`src/rtl/mem_pkg.sv`:
```
// Shared types and constants for the data_memory block and its storage array.
package mem_pkg;

  typedef enum logic {CLEAR = 1'b0, RUN = 1'b1} mem_state_t;

  localparam int RDW_READ_FIRST  = 0;
  localparam int RDW_WRITE_FIRST = 1;

endpackage

```
`src/rtl/mem_array.sv`:
```
// Single-port storage: synchronous write, registered read, selectable
// old/new data when a read and write hit the same port in one cycle.
module mem_array #(
  parameter int A = 6,
  parameter int W = 8
) (
  input  logic         clk,
  input  logic         reset,
  input  logic         we,
  input  logic         re,
  input  logic         rdw_new,
  input  logic [A-1:0] addr,
  input  logic [W-1:0] wdata,
  output logic [W-1:0] rdata
);

  localparam int DEPTH = 2 ** A;

  logic [W-1:0] mem_q [DEPTH];
  logic [W-1:0] rdata_d;
  logic [W-1:0] rdata_q;

  // Read data selection; holds the previous word when no read is issued.
  always_comb begin
    rdata_d = rdata_q;
    if (re) begin
      if (we && rdw_new) begin
        rdata_d = wdata;
      end else begin
        rdata_d = mem_q[addr];
      end
    end else begin
      rdata_d = rdata_q;
    end
  end

  // Storage write port; contents are not reset, the clear sequence handles that.
  always_ff @(posedge clk) begin
    if (we) begin
      mem_q[addr] <= wdata;
    end
  end

  // Registered read port.
  always_ff @(posedge clk) begin
    if (reset) begin
      rdata_q <= {W{1'b0}};
    end else begin
      rdata_q <= rdata_d;
    end
  end

  assign rdata = rdata_q;

endmodule

```
`src/rtl/data_memory.sv`:
```
// Data memory with valid/ready request port, 1-cycle registered read and an
// optional post-reset clear sequence that zeroes every word.
module data_memory #(
  parameter int A              = 6,
  parameter int W              = 8,
  parameter int CLEAR_ON_RESET = 1,
  parameter int RDW_MODE       = 0
) (
  input  logic         clk,
  input  logic         reset,
  output logic         ready,
  input  logic         req_valid,
  input  logic         req_we,
  input  logic [A-1:0] req_addr,
  input  logic [W-1:0] req_wdata,
  output logic         rsp_valid,
  output logic [W-1:0] rsp_rdata
);

  import mem_pkg::*;

  localparam int         DEPTH       = 2 ** A;
  localparam logic [A:0] CNT_LAST    = (A + 1)'(DEPTH - 1);
  localparam logic [A:0] CNT_ONE     = {{A{1'b0}}, 1'b1};
  localparam mem_state_t START_STATE = (CLEAR_ON_RESET != 0) ? CLEAR : RUN;
  localparam logic       RDW_NEW     = (RDW_MODE == RDW_WRITE_FIRST) ? 1'b1 : 1'b0;

  mem_state_t   state_d, state_q;
  logic [A:0]   cnt_d, cnt_q;
  logic         rsp_valid_d, rsp_valid_q;
  logic         arr_we;
  logic         arr_re;
  logic [A-1:0] arr_addr;
  logic [W-1:0] arr_wdata;

  // Next-state, clear counter and write-port mux (clear sweep vs. request).
  always_comb begin
    state_d     = state_q;
    cnt_d       = cnt_q;
    rsp_valid_d = 1'b0;
    arr_we      = 1'b0;
    arr_re      = 1'b0;
    arr_addr    = req_addr;
    arr_wdata   = req_wdata;
    case (state_q)
      CLEAR: begin
        arr_we    = 1'b1;
        arr_addr  = cnt_q[A-1:0];
        arr_wdata = {W{1'b0}};
        cnt_d     = cnt_q + CNT_ONE;
        if (cnt_q == CNT_LAST) begin
          state_d = RUN;
        end else begin
          state_d = CLEAR;
        end
      end
      RUN: begin
        arr_we      = req_valid & req_we;
        arr_re      = req_valid;
        rsp_valid_d = req_valid;
      end
      default: begin
        state_d = START_STATE;
        cnt_d   = {(A + 1){1'b0}};
      end
    endcase
    // Reset wins over everything: no write, no accept, clear restarts.
    if (reset) begin
      state_d     = START_STATE;
      cnt_d       = {(A + 1){1'b0}};
      rsp_valid_d = 1'b0;
      arr_we      = 1'b0;
      arr_re      = 1'b0;
    end else begin
      state_d = state_d;
    end
  end

  // Control state registers.
  always_ff @(posedge clk) begin
    state_q     <= state_d;
    cnt_q       <= cnt_d;
    rsp_valid_q <= rsp_valid_d;
  end

  mem_array #(
    .A(A),
    .W(W)
  ) u_array (
    .clk    (clk),
    .reset  (reset),
    .we     (arr_we),
    .re     (arr_re),
    .rdw_new(RDW_NEW),
    .addr   (arr_addr),
    .wdata  (arr_wdata),
    .rdata  (rsp_rdata)
  );

  assign ready     = (state_q == RUN);
  assign rsp_valid = rsp_valid_q;

endmodule
```
`config.mk`:
```
export PLATFORM = sky130hd
export DESIGN_NAME = data_memory
export DESIGN_NICKNAME = d
export VERILOG_FILES = /design/src/rtl/mem_pkg.sv /design/src/rtl/mem_array.sv /design/src/rtl/data_memory.sv
export SDC_FILE = /design/constraint.sdc
export NUM_CORES = 1
export LEC_CHECK = 0
export CAP_MARGIN = 10
export CELL_PAD_IN_SITES_DETAIL_PLACEMENT = 0
export CELL_PAD_IN_SITES_GLOBAL_PLACEMENT = 1
export CORE_MARGIN = 2
export CORE_UTILIZATION = 50
export DETAILED_ROUTE_END_ITERATION = 10
export GPL_ROUTABILITY_DRIVEN = 0
export GPL_TIMING_DRIVEN = 0
export HOLD_SLACK_MARGIN = 0.15
export PLACE_DENSITY = 0.72
export SLEW_MARGIN = 20
export SYNTH_ARGS = -nofsm -noshare
export SYNTH_HDL_FRONTEND = slang
export SYNTH_HIERARCHICAL = 1
export SYNTH_SLANG_ARGS = --single-unit
export TNS_END_PERCENT = 10
```
`constraint.sdc`:
```
create_clock -name clk -period 5.22 [get_ports clk]
set_input_delay 0.522 -clock clk [delete_from_list [all_inputs] [get_ports clk]]
set_output_delay 0.522 -clock clk [all_outputs]
set_load 0.01 [all_outputs]
```
== After elaboration in Yosys (flattened, before gate mapping) ==
Memory sizes are Yosys's and may differ from the RTL's. A register that Yosys moved wholly into a read port is not among the register bits.
Index checks and enable logic that the tools add are counted.
Operators by class
  bitwise gates (word level): 2
  eq/ne operators: 1
  multiplexer cells: 10
  add/subtract/negate cells: 1
Operator list (count)
  $mux W8: 1
  $add A7 B1 Y7 const B: 1
  $eq A7 B6 Y1 const B: 1
  $mux W1: 7
  $mux W6: 1
  $pmux W1 S2: 1
  $and A1 B1 Y1: 1
  $not A1 Y1: 1
Storage, ports and cells
  register bits: 9
  logic and storage cells: 18
  memories: 1
  RAM bits: 512
  output and inout bits: 10
Memories
  u_array.mem_q: words 64, width 8, read ports 1, clocked after memory_dff 1, wr ports 1, RTL line mem_array.sv:19  | logic [W-1:0] mem_q [DEPTH];

== Longest topological paths before layout ==
  depth in word-level cells: 5
  gate-level depth with buffers: 12

== Cells and area by module ==
The synthesis kept the hierarchy.
Modules (own cells, without submodules)
  mem_array: instances 1, cells each 1146, area an instance 20561.0 um2
  data_memory: instances 1, cells each 55, area an instance 501.7 um2

== Worst setup path before layout ==
Ideal clock, no wire load.
  path type: flip-flop to flip-flop
  start point: reg state_q, in the netlist ready
  end point: mem u_array.mem_q[57][0] (enable)
  path buffers: 7
  period minus slack after synthesis: 3000 ps
  slack: 2220 ps
  cell stages (with the launch flop): 12
  data arrival time: 2629 ps
  library setup time: 371 ps
  cells stage by stage: dfxtp_1 buf_2 mux2_2 buf_6 buf_6 buf_6 buf_6 buf_4 buf_2 nor2b_1 nand2_1 nor2_1
RTL lines
  start: declaration: RTL line data_memory.sv:28  | mem_state_t state_d, state_q;
  start signal: assignment: RTL line data_memory.sv:81  | state_q <= state_d;
  $mux W6: RTL line data_memory.sv:45  | case (state_q)
  via arr_addr[2]: RTL line data_memory.sv:33  | logic [A-1:0] arr_addr;
  end: declaration: RTL line mem_array.sv:19
The timed path passes the listed nets, and every way through them passes these cells.

== Worst setup path after layout ==
  start point: reg state_q, in the netlist ready
  end point: mem u_array.mem_q[22][4] (enable)
Same word-level chain as after synthesis.

==> flow_summary.toml <==
[yosys]
ys_ff_latch = 529
syn_area_per_cell_sq_um = 17.5
synth_edf_count = 512
ys.flop_type = "edfxtp_1"
synth_seq_area_share = 0.746
synth_fp_nets = 1220
async_flop_share = 0
yosys_warnings = 6
synth_cell_types = 75
syn-cell-area_sq_um = 21100
synthCells = 1201

[grt]
grt_pass1_wl_microns = 91600
antenna_found_initial = 0
track_usage = 0.306
grt_max_degree = 66
grt_overflow = 0
grt_pass1_vias = 11900

[worst_setup_path]
cpPeakStageDelay_ns = 1.02
r2r_start = "ready$_SDFF_PP0_"
worstSetupPathType = "reg -> reg"
timing.rr.end = "u_array/mem_q[22][4]$_DFFE_PP_"
crit_arrival_ns = 4.78
required_ns = 5.43
critical-path-top-delay-family = "buffers and inverters"
cp-start-kind = "register"
ff2ff_path_depth = 10
crit_buf_inv = 7
crit_path_cell_trace = "buf_2 > mux2_2 > buf_6 > buf_6 > buf_6 > buf_6 > buf_4 > buf_2 > nand3_1 > nor2_1"
end_kind = "register"
critPathMaxFanout = 10
critPathSlowestCell = "nor2_1"
cp_common_cell = "buf_6"
rrSetupSlack_ns = 0.65

[timing]
period_needed_ns = 4.57
finalCritPeriodShare = 0.875
setup_viol = 0
layout_setup_ws_ns = 0.651
tightest_slew_ns = 1.16
fin_worst_skew_ns = 0.0328
drv_slew = 0
fmaxAchievable_mhz = 219
slew_headroom = 0.228
grt_setup_unrepaired = "no"
whs_ns = 0.540
hold_viol_final = 0
fin_tns_setup_ns = 0

[floorplanning]
dieArea_sq_um = 43800
die_y_microns = 209
rows = 75
initial_utilization = 0.504
io_pins = 28
die_x_microns = 209
core_area_sq_um = 41800

[pwr]
power.density_nw_per_um2 = 379
leakage_nw = 7.91
p_comb_frac = 0.077
swShare = 0.226
seqPwrFrac = 0.511
p_sw_mw = 2.04
clockPowerShare = 0.413
internal-power_mw = 6.98
ir_drop_v = 0.000274

[cts]
path_clk_slew_ns = 0.06
cts_tree = "done"
cts_setup_buffers = 0
clock_latency_ns = 0.62
postCtsHoldBufs = 0
cts_root_buffer = "clkbuf_16"
htree_num_levels = 2
cts.path.max_buffers = 3
cts_made_buffers = 54
clock-sinks = 529
ctsResizeCount = 0

[place]
hpwl_microns = 41300
post_dp_cell_area_sq_um = 22100
post-place-ws_ns = 0.530
port_buffers = 27

[route]
drt_iter0_markers = 2130
drt-pass1-iter-count = 6
wire_per_inst_microns = 35.6
ant_nets = 0
vias = 12700
vias_per_cell = 6.81
drt-total-wl_microns = 66500
drcViolationCount = 0

[layout]
finalInstanceArea_sq_um = 23800
syn2layout_area_growth_pct = 13.0
fin_nets = 1306
layout_common_cells = "edfxtp_1 (512), nor2_1 (96), a221oi_1 (56)"
fill_cells = 3163
final_common_cell = "edfxtp_1"
utilization = 0.570
drive_gt1_frac = 0.181

[worst_hold_path]
holdCritPathClass = "reg -> reg"
hold-path-endpoint = "cnt_q[5]$_SDFFE_PP0N_"
holdCritStartpoint = "cnt_q[5]$_SDFFE_PP0N_"
hold_path_depth = 2

[run_status]
status = "complete, no violations"

[job]
drv_cap = 0
cells in the mapped netlist (3+ instances only):
cell | count | area share
xor2_1 | 3 | 0.0012
a22o_1 | 6 | 0.0025
a221o_1 | 6 | 0.0029
dfxtp_1 | 17 | 0.016
a31oi_1 | 7 | 0.0021
nor3b_1 | 3 | 0.0011
nor2b_1 | 5 | 0.0015
mux4_2 | 50 | 0.053
clkbuf_1 | 23 | 0.0041
inv_1 | 7 | 0.0012
nand2b_1 | 8 | 0.0024
a22oi_1 | 33 | 0.012
a32oi_1 | 3 | 0.0012
and2_1 | 10 | 0.0030
nand2_1 | 42 | 0.0075
a211oi_1 | 6 | 0.0021
o22a_1 | 8 | 0.0033
o22ai_1 | 23 | 0.0068
buf_6 | 12 | 0.0064
buf_2 | 26 | 0.0062
mux2_2 | 38 | 0.020
edfxtp_1 | 512 | 0.73
a21oi_1 | 25 | 0.0059
and3_1 | 3 | 0.00089
and3b_1 | 3 | 0.0012
mux2i_1 | 45 | 0.021
nor3_1 | 5 | 0.0012
buf_1 | 4 | 0.00071
a221oi_1 | 56 | 0.023
o221ai_1 | 4 | 0.0017
nand3_1 | 18 | 0.0043
o21ai_0 | 24 | 0.0057
nor2_1 | 96 | 0.017
buf_4 | 15 | 0.0053
layout make-up:
class	instances	area, sq um	share of cell area
tap	539	674	0.0283
clock inverter	23	210	0.00883
buffer	82	504	0.0212
sequential	529	15700	0.660
multi-input combinational	582	4830	0.203
clock buffer	76	1480	0.0620
antenna	1	2.50	0.000105
inverter	8	30.0	0.00126
timing repair buffer	30	353	0.0148
stage by stage:
| stage | std cells | power (mW) |
|---|---|---|
| detailed placement | 1770 | 5.36 |
| floorplan | 1201 | 5.07 |
| CTS | 1869 | 9.03 |
| global placement | 1767 | 5.36 |
| finish | 1870 | 9.02 |
| global route | 1869 | 9.21 |
state kept, by name, indices dropped and copies added, names as in the netlist:
register,flops
cnt_q,7
ready,1
rsp_valid,1
u_array/mem_q,512
u_array/rdata,8
logic make-up (layout without fill, tap and decap cells):
group           count (synthesis)  in the layout  synth area share
buf+inv                        90            219            0.0254
mux                           134            134            0.0964
compound gates                224            224            0.0795
other cells                     1              2          0.000178
fa+ha+maj                       1              1          0.000594
simple gates                  218            218            0.0501
xor+xnor                        4              4           0.00166
flops                         529            529             0.746
power groups by stage:
| stage | Combinational (mW) | Clock (mW) | Sequential [mW] |
|---|---|---|---|
| floorplan | 0.372 | 0 | 4.69 |
| global placement | 0.663 | 0 | 4.69 |
| detailed placement | 0.663 | 0 | 4.70 |
| CTS | 0.665 | 3.75 | 4.61 |
| global route | 0.693 | 3.91 | 4.60 |
| finish | 0.690 | 3.72 | 4.61 |
how the worst max path moves through the flow:
stage | from | cells past startpoint | end
after floorplan | ready$_SDFF_PP0_ | 11 | u_array/mem_q[57][0]$_DFFE_PP_
after global placement | req_addr[2] | 10 | u_array/mem_q[14][4]$_DFFE_PP_
after detailed placement | req_addr[2] | 10 | u_array/mem_q[14][4]$_DFFE_PP_
final | ready$_SDFF_PP0_ | 10 | u_array/mem_q[22][4]$_DFFE_PP_
after CTS | ready$_SDFF_PP0_ | 10 | u_array/mem_q[30][1]$_DFFE_PP_
after global routing | ready$_SDFF_PP0_ | 10 | u_array/mem_q[14][5]$_DFFE_PP_
metal layers:
layer  wire, microns  GRT usage  up-vias
li1                -          -     5055
met1           25500      0.430     6562
met2           30100      0.471      961
met3            7990     0.0619      158
met4            2950      0.125        0
met5               0          0        -
worst reg2reg max path, delay by kind of cell, from the launching register on:
family | cells | cell delay (ns)
buf+inv | 7 | 1.91
simple gates | 2 | 1.68
flops | 1 | 0.39
mux | 1 | 0.21
(Power assumes the default switching activity.)
